--- config.mk ---
export PLATFORM = sky130hd
export DESIGN_NAME = bus_arbiter
export DESIGN_NICKNAME = d
export VERILOG_FILES = /design/src/rtl/bus_arbiter.sv
export SDC_FILE = /design/constraint.sdc
export NUM_CORES = 1
export LEC_CHECK = 0
export ABC_CLOCK_PERIOD_IN_PS = 1850
export CAP_MARGIN = 20
export CELL_PAD_IN_SITES_DETAIL_PLACEMENT = 0
export CELL_PAD_IN_SITES_GLOBAL_PLACEMENT = 1
export CORE_MARGIN = 2
export CORE_UTILIZATION = 35
export CTS_CLUSTER_DIAMETER = 120
export DETAILED_ROUTE_END_ITERATION = 8
export PLACE_DENSITY = 0.82
export SLEW_MARGIN = 10
export SYNTH_ARGS = -nofsm -noshare
export SYNTH_HDL_FRONTEND = slang
export SYNTH_SLANG_ARGS = --single-unit
--- constraint.sdc ---
create_clock -name clk -period 1.85 [get_ports clk]
set_input_delay 0.185 -clock clk [delete_from_list [all_inputs] [get_ports clk]]
set_output_delay 0.185 -clock clk [all_outputs]
set_load 0.01 [all_outputs]
--- src/rtl/bus_arbiter.sv ---
// Two-master round-robin bus arbiter with a guard gap between grants and serial line routing.
// Optional forced-release timeout is compiled in with `define ARB_TIMEOUT_EN.
module bus_arbiter #(
    parameter int GUARD_CYCLES   = 2,
    parameter int TIMEOUT_CYCLES = 1024
) (
    input  logic clk,
    input  logic rstn,
    input  logic m1_req,
    input  logic m2_req,
    input  logic m1_tx,
    input  logic m2_tx,
    input  logic bus_rx,
    output logic m1_grant,
    output logic m2_grant,
    output logic bus_tx,
    output logic m1_rx,
    output logic m2_rx,
    output logic bus_busy,
    output logic timeout
);

    typedef enum logic [1:0] {
        ST_IDLE   = 2'd0,
        ST_GRANT1 = 2'd1,
        ST_GRANT2 = 2'd2,
        ST_GAP    = 2'd3
    } state_t;

    localparam logic [3:0] GAP_LAST = 4'(GUARD_CYCLES - 1);

    if (GUARD_CYCLES < 1 || GUARD_CYCLES > 15 ||
        TIMEOUT_CYCLES < 2 || TIMEOUT_CYCLES > 65535) begin : g_param_check
        $error("bus_arbiter: parameter out of legal range");
    end

    state_t     state_r, state_nxt_s;
    logic       last_served_r, last_served_nxt_s;   // 1'b0 = master1, 1'b1 = master2
    logic [3:0] gap_cnt_r, gap_cnt_nxt_s;
    logic       m1_grant_r, m2_grant_r, bus_busy_r;
    logic       m1_grant_nxt_s, m2_grant_nxt_s, bus_busy_nxt_s;
    logic       expire_s;

`ifdef ARB_TIMEOUT_EN
    localparam logic [15:0] TMO_LAST = 16'(TIMEOUT_CYCLES - 1);
    logic [15:0] tmo_cnt_r;
    logic        timeout_r;

    // Grant-length counter and one-cycle forced-release pulse
    always_ff @(posedge clk or negedge rstn) begin
        if (!rstn) begin
            tmo_cnt_r <= 16'd0;
            timeout_r <= 1'b0;
        end else begin
            if (state_r == ST_GRANT1 || state_r == ST_GRANT2) begin
                tmo_cnt_r <= tmo_cnt_r + 16'd1;
            end else begin
                tmo_cnt_r <= 16'd0;
            end
            timeout_r <= expire_s & (((state_r == ST_GRANT1) & m1_req) |
                                     ((state_r == ST_GRANT2) & m2_req));
        end
    end

    assign expire_s = (tmo_cnt_r == TMO_LAST);
    assign timeout  = timeout_r;
`else
    assign expire_s = 1'b0;
    assign timeout  = 1'b0;
`endif

    // State, arbitration history, gap counter and registered outputs
    always_ff @(posedge clk or negedge rstn) begin
        if (!rstn) begin
            state_r       <= ST_IDLE;
            last_served_r <= 1'b1;
            gap_cnt_r     <= 4'd0;
            m1_grant_r    <= 1'b0;
            m2_grant_r    <= 1'b0;
            bus_busy_r    <= 1'b0;
        end else begin
            state_r       <= state_nxt_s;
            last_served_r <= last_served_nxt_s;
            gap_cnt_r     <= gap_cnt_nxt_s;
            m1_grant_r    <= m1_grant_nxt_s;
            m2_grant_r    <= m2_grant_nxt_s;
            bus_busy_r    <= bus_busy_nxt_s;
        end
    end

    // Next-state: requests are only looked at in IDLE, a grant ends on release or expiry
    always_comb begin
        state_nxt_s       = state_r;
        last_served_nxt_s = last_served_r;
        gap_cnt_nxt_s     = gap_cnt_r;
        case (state_r)
            ST_IDLE: begin
                gap_cnt_nxt_s = 4'd0;
                if (m1_req && m2_req) begin
                    state_nxt_s = last_served_r ? ST_GRANT1 : ST_GRANT2;
                end else if (m1_req) begin
                    state_nxt_s = ST_GRANT1;
                end else if (m2_req) begin
                    state_nxt_s = ST_GRANT2;
                end else begin
                    state_nxt_s = ST_IDLE;
                end
            end
            ST_GRANT1: begin
                if (!m1_req || expire_s) begin
                    state_nxt_s       = ST_GAP;
                    last_served_nxt_s = 1'b0;
                    gap_cnt_nxt_s     = 4'd0;
                end else begin
                    state_nxt_s = ST_GRANT1;
                end
            end
            ST_GRANT2: begin
                if (!m2_req || expire_s) begin
                    state_nxt_s       = ST_GAP;
                    last_served_nxt_s = 1'b1;
                    gap_cnt_nxt_s     = 4'd0;
                end else begin
                    state_nxt_s = ST_GRANT2;
                end
            end
            ST_GAP: begin
                if (gap_cnt_r == GAP_LAST) begin
                    state_nxt_s   = ST_IDLE;
                    gap_cnt_nxt_s = 4'd0;
                end else begin
                    gap_cnt_nxt_s = gap_cnt_r + 4'd1;
                end
            end
            default: begin
                state_nxt_s   = ST_IDLE;
                gap_cnt_nxt_s = 4'd0;
            end
        endcase
    end

    // Outputs: next registered flags, plus line routing from the current state
    always_comb begin
        m1_grant_nxt_s = (state_nxt_s == ST_GRANT1);
        m2_grant_nxt_s = (state_nxt_s == ST_GRANT2);
        bus_busy_nxt_s = (state_nxt_s != ST_IDLE);
        case (state_r)
            ST_GRANT1: begin
                bus_tx = m1_tx;
                m1_rx  = bus_rx;
                m2_rx  = 1'b1;
            end
            ST_GRANT2: begin
                bus_tx = m2_tx;
                m1_rx  = 1'b1;
                m2_rx  = bus_rx;
            end
            default: begin
                bus_tx = 1'b1;
                m1_rx  = 1'b1;
                m2_rx  = 1'b1;
            end
        endcase
    end

    assign m1_grant = m1_grant_r;
    assign m2_grant = m2_grant_r;
    assign bus_busy = bus_busy_r;

endmodule

# Word-level counts from Yosys, hierarchy flattened
# Cells that the tools add are included.
[word_totals]
regBits = 10
latch_bits = 0
ramBits = 0
romBits = 0
output_inout_bits = 7
elab_cells = 39
n_memories = 0
[classes]
add_sub_neg = 1
mul = 0
div = 0
order_cmp = 0
n_eq_ne = 8
shift = 0
mux = 18
bitwise = 0
reduce_logical = 6
[ops]
columns = ["cell", "n"]
rows = [
  ["$pmux 4 s4", 1],
  ["$mux 2", 6],
  ["$mux 4", 3],
  ["$pmux 2 s4", 1],
  ["$eq 2x2->1 const B", 3],
  ["$mux 1", 5],
  ["$add 4x1->4 const B", 1],
  ["$eq 2x1->1 const B", 2],
  ["$eq 4x1->1 const B", 1],
  ["$ne 2x2->1 const B", 2],
  ["$pmux 1 s2", 2],
  ["$reduce_bool 2->1", 2],
  ["$reduce_and 3->1", 1],
  ["$logic_not 2->1", 1],
  ["$reduce_and 2->1", 1],
  ["$logic_and 1x1->1", 1],
]

# Logic depth before layout (Yosys ltp)
[logic_depth]
word_depth = 5
mapped_depth = 7
mapped_depth_nobuf = 7

# Worst setup path before layout
# OpenSTA, ideal clock, no wires.
[synth_path]
path_type = "register to register"
from = "register state_r[0]"
to = "register gap_cnt_r[3]"
t_arrival_ps = 1423
required_time_ps = 1755
slack_ps = 332
stages_incl_launch_ff = 6
n_path_buf = 0
path_cell_list = "dfrtp_1 > inv_1 > ha_1 > a22o_1 > or2_2 > o31ai_1"
[synth_via]
elab_chain_len = 3
elab_cells_between_ends = 8
cone_classes = "eq/ne: 5; mux: 1; reduce/logical: 2"
[synth_lines]
columns = ["element", "line_no", "rtl"]
rows = [
  ["start: declaration", "37", "state_t state_r, state_nxt_s;"],
  ["start signal: assignment", "82", "state_r <= state_nxt_s;"],
  ["$eq 2x2->1 / $eq 2x1->1 (equally long branches)", "96", "case (state_r)"],
  ["$ne 2x2->1 (no source line)", "n/a", ""],
  ["$reduce_and 2->1 (no source line)", "n/a", ""],
  ["end signal: assignment", "84", "gap_cnt_r <= gap_cnt_nxt_s;"],
  ["end: declaration", "39", "logic [3:0] gap_cnt_r, gap_cnt_nxt_s;"],
]
# Parallel ways exist; a longest one is shown, timed or not.
# A chain may end at the register's enable or synchronous reset.

# Worst setup path after layout
[layout_path]
from = "register state_r[0]"
to = "output m1_rx"
[layout_via]
elab_chain_len = 2
[layout_lines]
columns = ["element", "line_no", "rtl"]
rows = [
  ["$eq 2x1->1", "147", "case (state_r)"],
  ["$mux 1", "147", ""],
  ["end: declaration", "17", "output logic m1_rx,"],
]
# Every way passes these cells.

==> run metrics <==
Worst Path Buf+Inv=2; Net Switching=~0.48 mW; Syn Nets=73; Leakage=0.371 nW; Setup Viol. Count Final=0; fmax=567 MHz; Final Skew=0.00356 ns; syn_area_per_cell=9.91 sq um; Final Hold Viols=0; routability congestion estimate=~0.87; Die Ht=45.2 um; switching fraction of total power=0.375; slowest cell delay on critical path=~0.53 ns; Peak VDD IR=0.785 mV; # rows=14; Sequential Power Share=0.272; CTS tree=built; minimum clock period=1.77 ns; Clk pwr share=0.150; Hold WC Path Type=input pin to async pin; hpwl dp=roughly 920 um; delay-heaviest family, CP=buffers and inverters; DRC Markers=0; clk slew on worst S/H paths=approximately 0.07 ns; TNS Setup=0 ns; Setup WS pre-CTS=0.177 ns; Worst Setup Slack, final=between 0.08 and 0.09 ns; Crit Path Class=register to output pin; 1st-iter DRT viols=6; worst-path cell chain=buf_4, ha_4, nand2b_1, clkdlybuf4s50_1; DRT antenna net count=0; Max-cap violations=0; Hold Buf Count CTS=0; most common cell after layout, fill and taps aside=clkdlybuf4s50_1; DRT Pass-1 Iters=4; GRT Residual Overflow=0; Critical Path AT=around 1.6 ns; effective utilization at floorplan=0.386; vias in the first global route=between 500 and 600; RSZ-0062 raised after global routing=no; Netlist cell types=28; first-pass GRT wire length=2.19 mm; H-tree depth=1; Via density=about 5.1; flop2flop setup slack=0.25 ns; maximum number of pins on one net before global-route repair=11; IO buf count=12; DIE AREA=2040 sq um; total power draw=1.29 mW; maximum clock path buffer count=2; crit-path max FO=6; num ports=14; pins over their slew limit=0; Cell Int Power=between 0.8 and 0.9 mW; Die X=45.2 um; combinational power share=0.578; crit end category=output pin; Reg-to-Reg End=gap_cnt_r[3]; final WL=1.16 mm; worst r2r src=state_r[0]; share of cells above drive strength 1=0.241; TritonCTS Buffers=3; Global Route Usage Sum=0.149; P&R area growth vs syn=37.5%; register area share after synthesis=0.423; final period utilization=0.954; r2r worst-path depth=5; commonest cells after routing, fill and taps aside=clkdlybuf4s50_1 (11), dfrtp_1 (9), o21ai_0 (6), inv_1 (5), nand2_1 (5); antenna diode instance count=0; Startpoint Class=register; WL/cell=about 12 um; synthesis warning total=0; slowest cell on the critical path=clkdlybuf4s50_1; #FFs+latches synth=10; PD cells=1580 nW/um^2; total number of vias=roughly 480; # nets final=93; CTS Sinks=10; CP Data Required Time=between 1.5 and 2 ns; status=completed; Core ar.=1540 sq um; cell area after synthesis=594 sq um; Root Buffer Master=clkbuf_4; clock latency on the worst-skew pair=0.26 ns; antenna violations before repair=0; Syn Inst Count=60
## Yosys cell counts
cell type | count | area (sq um)
dfrtp_1 | 9 | 225
ha_1 | 6 | 75.1
o21ai_0 | 6 | 30.0
inv_1 | 5 | 18.8
nand2_1 | 5 | 18.8
nand2b_1 | 3 | 18.8
nor2b_1 | 3 | 18.8
nand3_1 | 2 | 10.0
o31ai_1 | 2 | 15.0
a211oi_1 | 1 | 7.51
a21oi_1 | 1 | 5.00
a22o_1 | 1 | 8.76
a22o_2 | 1 | 10.0
a22oi_1 | 1 | 7.51
and2_1 | 1 | 6.26
and3_2 | 1 | 7.51
and3_4 | 1 | 11.3
buf_4 | 1 | 7.51
conb_1 | 1 | 3.75
dfstp_2 | 1 | 26.3
inv_2 | 1 | 3.75
nor2_1 | 1 | 3.75
nor2_2 | 1 | 6.26
o21ai_4 | 1 | 16.3
o22a_1 | 1 | 8.76
or2_2 | 1 | 6.26
or3_1 | 1 | 6.26
or3b_4 | 1 | 11.3
## worst max-delay path by stage
stage,to,depth (start not counted),startpoint
2_1_floorplan,gap_cnt_r[3],5,state_r[0]
3_3_place_gp,bus_tx,5,state_r[0]
5_1_grt,m1_rx,4,state_r[1]
3_5_place_dp,bus_tx,5,state_r[0]
4_1_cts,m1_rx,4,state_r[0]
6_report,m1_rx,4,state_r[0]
## state kept, by name (all words and copies together), names as in the netlist
signal and flops:
gap_cnt_r 4, m1_grant 1, m2_grant 1, last_served_r 1, state_r 2, bus_busy 1
## per-layer routing
layer | GRT usage | vias up | wire (um)
met4 | 0.0176 | 0 | 0
li1 | - | 240 | -
met2 | 0.249 | 11 | 610
met5 | 0 | - | 0
met1 | 0.183 | 230 | 486
met3 | 0.0640 | 0 | 59
## power by group through the flow
stage	logic (mW)	clock network [mW]	registers, mW
finish	0.745	0.193	0.351
global placement	0.649	0	0.355
floorplan	0.427	0	0.358
global route	0.832	0.211	0.363
CTS	0.750	0.201	0.350
detailed placement	0.653	0	0.357
## per-stage QoR
step / cells / hold WS, ns / instance area [sq um] / utilization
CTS: 95 / 0.240 / 817 / 0.530
finish: 95 / 0.224 / 817 / 0.530
global placement: 87 / 0.480 / 727 / 0.472
floorplan: 60 / -0.111 / 594 / -
detailed placement: 87 / 0.470 / 727 / 0.472
global route: 95 / 0.265 / 817 / 0.530
## repair_timing
action                     in CTS  in global routing
gates resized for setup         5                  0
setup buffers                   4                  0
setup endpoints to repair       1                  0
## cells by family (layout without fill, tap and decap cells)
logic type / count (synthesis) / in the layout / share of synthesized area
and+or+nand+nor: 21 / 21 / 0.211
AOI/OAI and AO/OA: 15 / 15 / 0.183
DFF: 10 / 10 / 0.423
buffers and inverters: 7 / 26 / 0.0505
adders and majority gates: 6 / 6 / 0.126
other: 1 / 1 / 0.00631
## final cells by class
class / instances / area [sq um]
fill: 144 / 724
clock buffer: 4 / 36.3
multi-input combinational: 43 / 338
timing repair buffer: 16 / 149
tap: 16 / 20.0
inverter: 6 / 22.5
sequential: 10 / 251
Power figures use the tool's default switching activity.
==> patch 1: new RTL, same flow settings <==
Build with the macro `ARB_TIMEOUT_EN` defined.
--- a/src/rtl/bus_arbiter.sv
+++ b/src/rtl/bus_arbiter.sv
@@ -1,5 +1,7 @@
 // Two-master round-robin bus arbiter with a guard gap between grants and serial line routing.
 // Optional forced-release timeout is compiled in with `define ARB_TIMEOUT_EN.
+`define ARB_TIMEOUT_EN
+
 module bus_arbiter #(
     parameter int GUARD_CYCLES   = 2,
     parameter int TIMEOUT_CYCLES = 1024
Function: same outputs for any inputs over 10 cycles, from zero or initial values and one cycle with rstn low; that may be too few to reach the edited logic, so the function may still have changed.
==> patch 1 against the unedited design <==
Design area increased by 130%; die area increased by 150%; maximum frequency decreased by 2.0%; sequential cell count increased by 17; routed wire length increased to 2.8 times the old value; setup slack got worse by 0.035 ns; area after synthesis increased to 2.6 times the old value; power increased by 73%; critical path type unchanged.
==> patch 1: results (changes against the unedited design) <==
stage,metric,value,unit,change
synth,"Distinct cells, synth",41,,+46%
synth,top post-synthesis cells by area,"dfrtp_1, and2_1, ha_1, xnor2_1, mux2_4",,
cells_and_area,Fillers,416,,+190%
synth,mux cell area share after synthesis,2.88,%,+2.9 points
power_and_ir_drop,pwr/cell area,1180,mW/mm^2,-25%
route,drt initial violations,51,,+45
cells_and_area,nets@finish,183,,+97%
outcome,outcome,"finished, final reports clean",,
place,placer congestion estimate,0.836,,-4.0%
synth,post-synthesis compound-gate area fraction,9.58,%,-8.7 points
clock_tree,PostCTS Resize Cnt,3,,-2
global_route,met3 Resource Use GR,3.42,%,-3.0 points
floorplanning,Die ar.,0.00503,mm^2,+150%
global_route,met1 usage,16.7,%,-1.7 points
cells_and_area,nonclk inv count,4,,-2
place,placed insts,211,,+140%
cells_and_area,Final Non-Filler Cells,220,,+130%
place,DP HPWL,2.33,mm,+150%
cells_and_area,multi-input gates,109,,+150%
global_route,largest net degree at the start of global routing,28,,+17
synth,xor and xnor area share after synthesis,6.71,%,+6.7 points
place,I/O Buffers,13,,+1
route,WL met2,1.66,mm,+170%
place,DP Worst Slack,0.0213,ns,-0.156 ns
route,Via density,5.21,,+3.0%
clock_tree,Post-CTS Setup Inserts,3,,-1
route,Total Routed Length,3.20,mm,+180%
cells_and_area,area of the multi-input gates,872,um^2,+160%
global_route,met2 Usage GRT,23.1,%,-1.8 points
power_and_ir_drop,sequential power share,34.4,%,+7.2 points
synth,Synthesized Nets,160,,+120%
global_route,vias in the first global route,1188,,+130%
synth,post-synthesis sequential area ratio,43.2,%,+0.90 points
synth,synthesized flop and latch total,27,,+17
cells_and_area,Register Area,677,um^2,+170%
power_and_ir_drop,Clock group,335,uW,+74%
cells_and_area,Layout clock area frac,2.39,%,-2.1 points
cells_and_area,Regs by FF count,"tmo_cnt_r x16, gap_cnt_r x4, state_r x2",,
global_route,Tot GR Track Use,13.3,%,-1.6 points
clock_tree,"Reg clk slew, reported paths",0.09,ns,+0.02 ns
global_route,first-pass GRT wire length,5.43,mm,+150%
synth,Gate Count Post-Synth,146,,+140%
synth,synth cell count leaders,"dfrtp_1, and2_1, nand2_1",,
route,WL met3,112,um,+90%
cells_and_area,layout cell share with drive strength beyond 1,20.8,%,-3.2 points
power_and_ir_drop,Pleak,0.000818,uW,+120%
==> patch 1: changes by cell type in the layout (fill, tap and decap cells not counted), sizes merged, moves of 3 or more <==
cell / change
mux2: +3
nor4: +4
a21boi: +4
and2: +13
nand2: +5
xnor2: +8
o21ai: -3
dfrtp: +17
or3: +4
xor2: +4
nand4: +5
buf: +7
a31oi: +4
nand3: +5
==> patch 1: path summary, 6_finish.rpt <==
kind                                             start                         to  slack, ns  depth (start not counted)
worst min-delay path                              rstn     tmo_cnt_r[6]$_DFF_PN0_       0.28                          2
min in group clk                tmo_cnt_r[0]$_DFF_PN0_     tmo_cnt_r[0]$_DFF_PN0_       0.45                          1
max in group asynchronous                         rstn  last_served_r$_DFFE_PN1P_       1.27                          2
worst max-delay path              state_r[1]$_DFF_PN0_                      m2_rx       0.05                          4
worst min register to register  tmo_cnt_r[0]$_DFF_PN0_     tmo_cnt_r[0]$_DFF_PN0_       0.45                          1
worst max register to register    state_r[0]$_DFF_PN0_         m2_grant$_DFF_PN0_       0.08                          6
==> patch 2: new RTL, same flow settings <==
Without the edit above. Re-encode `state_t` (4 states) as one-hot, 4 bits wide.
--- a/src/rtl/bus_arbiter.sv
+++ b/src/rtl/bus_arbiter.sv
@@ -20,11 +20,11 @@
     output logic timeout
 );
 
-    typedef enum logic [1:0] {
-        ST_IDLE   = 2'd0,
-        ST_GRANT1 = 2'd1,
-        ST_GRANT2 = 2'd2,
-        ST_GAP    = 2'd3
+    typedef enum logic [3:0] {
+        ST_IDLE   = 4'b0001,
+        ST_GRANT1 = 4'b0010,
+        ST_GRANT2 = 4'b0100,
+        ST_GAP    = 4'b1000
     } state_t;
 
     localparam logic [3:0] GAP_LAST = 4'(GUARD_CYCLES - 1);
Check against the original RTL: same outputs for any inputs over 10 cycles, from zero or initial values and one cycle with rstn low; not proved beyond that.
==> patch 2 against the unedited design <==
Global-route usage fell by 0.14 points; sequential share of layout area rose by 4.2 points; largest cell class unchanged; routed wire length rose by 13%; clock skew fell by 0.00065 ns; sequential cell count rose by 2; design area rose by 5.8%; power fell by 4.0%; area after synthesis rose by 14%; setup slack got worse by 0.0040 ns.
==> patch 2: results (changes against the unedited design) <==
stage,metric,value,unit,change
route,WL met2,582,um,-4.6%
power_and_ir_drop,internal cell power,805,uW,-0.22%
clock_tree,CTS buffer count,3,,unchanged
global_route,met2 Usage GRT,19.7,%,-5.1 points
power_and_ir_drop,Power Sequential,427,uW,+22%
power_and_ir_drop,Pleak,0.000346,uW,-6.6%
place,DP Worst Slack,-0.0136,ns,-0.191 ns
setup_path,Worst Path Arrival,1.58,ns,about the same
cells_and_area,Regs by FF count,"gap_cnt_r x4, state_r x4",,
clock_tree,clock insertion delay at the later pin of the skew report,0.28,ns,+0.02 ns
setup_path,Critical Path End,bus_tx,,
route,DR vias,533,,+11%
clock_tree,Post-CTS Setup Inserts,0,,-4
route,Total Routed Length,1.30,mm,+13%
global_route,Tot GR Track Use,14.7,%,-0.14 points
cells_and_area,layout cell share with drive strength beyond 1,23.5,%,-0.59 points
global_route,largest net degree at the start of global routing,13,,+2
setup_path,Worst setup startpoint,state_r[3]$_DFF_PN0_,,
global_route,met3 Resource Use GR,3.40,%,-3.0 points
power_and_ir_drop,Max rail drop VDD,707,uV,-9.9%
synth,Gate Count Post-Synth,63,,+5.0%
cells_and_area,nets@finish,91,,-2.2%
global_route,vias in the first global route,490,,-5.8%
setup_path,"delay-heaviest family, CP",simple AND/OR/NAND/NOR gates,,
timing,Worst Skew,0.00291,ns,-0.000650 ns
power_and_ir_drop,combinational share of power,48.3,%,-9.5 points
route,met1 wire length,645,um,+33%
setup_path,R2R Path End,gap_cnt_r[1]$_DFFE_PN0P_,,
power_and_ir_drop,sequential power share,34.5,%,+7.3 points
timing,hold_ws,0.242,ns,+0.0178 ns
route,WL met3,31,um,-47%
setup_path,slowest CP cell,or4b_4,,
place,placed insts,102,,+17%
synth,"Distinct cells, synth",31,,+11%
setup_path,flop2flop setup slack,0.38,ns,+0.13 ns
clock_tree,"Reg clk slew, reported paths",0.08,ns,
synth,post-synthesis sequential area ratio,44.8,%,+2.5 points
synth,Synthesized Nets,72,,-1.4%
route,uppermost layer routed,met4,,
place,DP HPWL,1.03,mm,+13%
synth,top post-synthesis cells by area,"dfrtp_1, dfstp_2, nor4b_1, or4b_4, ha_1",,
timing,Fmax,565,MHz,-0.23%
setup_path,R2R Path Start,state_r[1]$_DFF_PN0_,,
setup_path,CP max stage delay,0.54,ns,
route,Initial DRT Pass Iterations,4,,unchanged
setup_path,Worst R2R Path Depth,4,,-1
place,DP Area,843,um^2,+16%
cells_and_area,Final Non-Filler Cells,106,,+12%
global_route,initial antenna violation count,0,,unchanged
place,I/O Buffers,12,,unchanged
setup_path,maximum fanout along the worst path,3,,-3
global_route,met1 usage,20.2,%,+1.9 points
synth,synth cell count leaders,"dfrtp_1, inv_1, nor2b_1, nor4b_1",,
outcome,outcome,"finished, final reports clean",,
place,placer congestion estimate,0.770,,-12%
global_route,first-pass GRT wire length,2.18,mm,-0.32%
timing,slew of the pin with the lowest slew margin,0.514,ns,
route,drt initial violations,7,,+1
-- patch 2: cells by family (layout without fill, tap and decap cells) --
| kind of cell | Yosys count | count (layout) | share of synthesized area (%) |
|---|---|---|---|
| XOR/XNOR | 1 | 1 | 1.30 |
| buffers and inverters | 8 | 26 | 6.48 |
| other | 1 | 1 | 0.555 |
| AND/OR/NAND/NOR | 22 | 22 | 25.0 |
| multiplexers | 2 | 2 | 2.96 |
| AO/OA/AOI/OAI | 15 | 15 | 15.2 |
| flip-flops | 12 | 12 | 44.8 |
| adder cells (fa/ha/maj) | 2 | 2 | 3.70 |
-- patch 2: area by class of cell --
type                    count  area, um^2
multi-input cells          43         329
flip-flops and latches     12         303
well taps                  25        31.3
inverters                   4        15.0
repair buffers             18         150
clock buffers               4        36.3
fillers                   182         900
-- patch 2: what timing repair did --
| item | 4_1_cts | 5_1_grt |
|---|---|---|
| endpoints found under the hold margin | 0 | 0 |
| setup endpoints to repair | 3 | 1 |
| resized for setup | 11 | 1 |
| pin swaps | 2 | 0 |
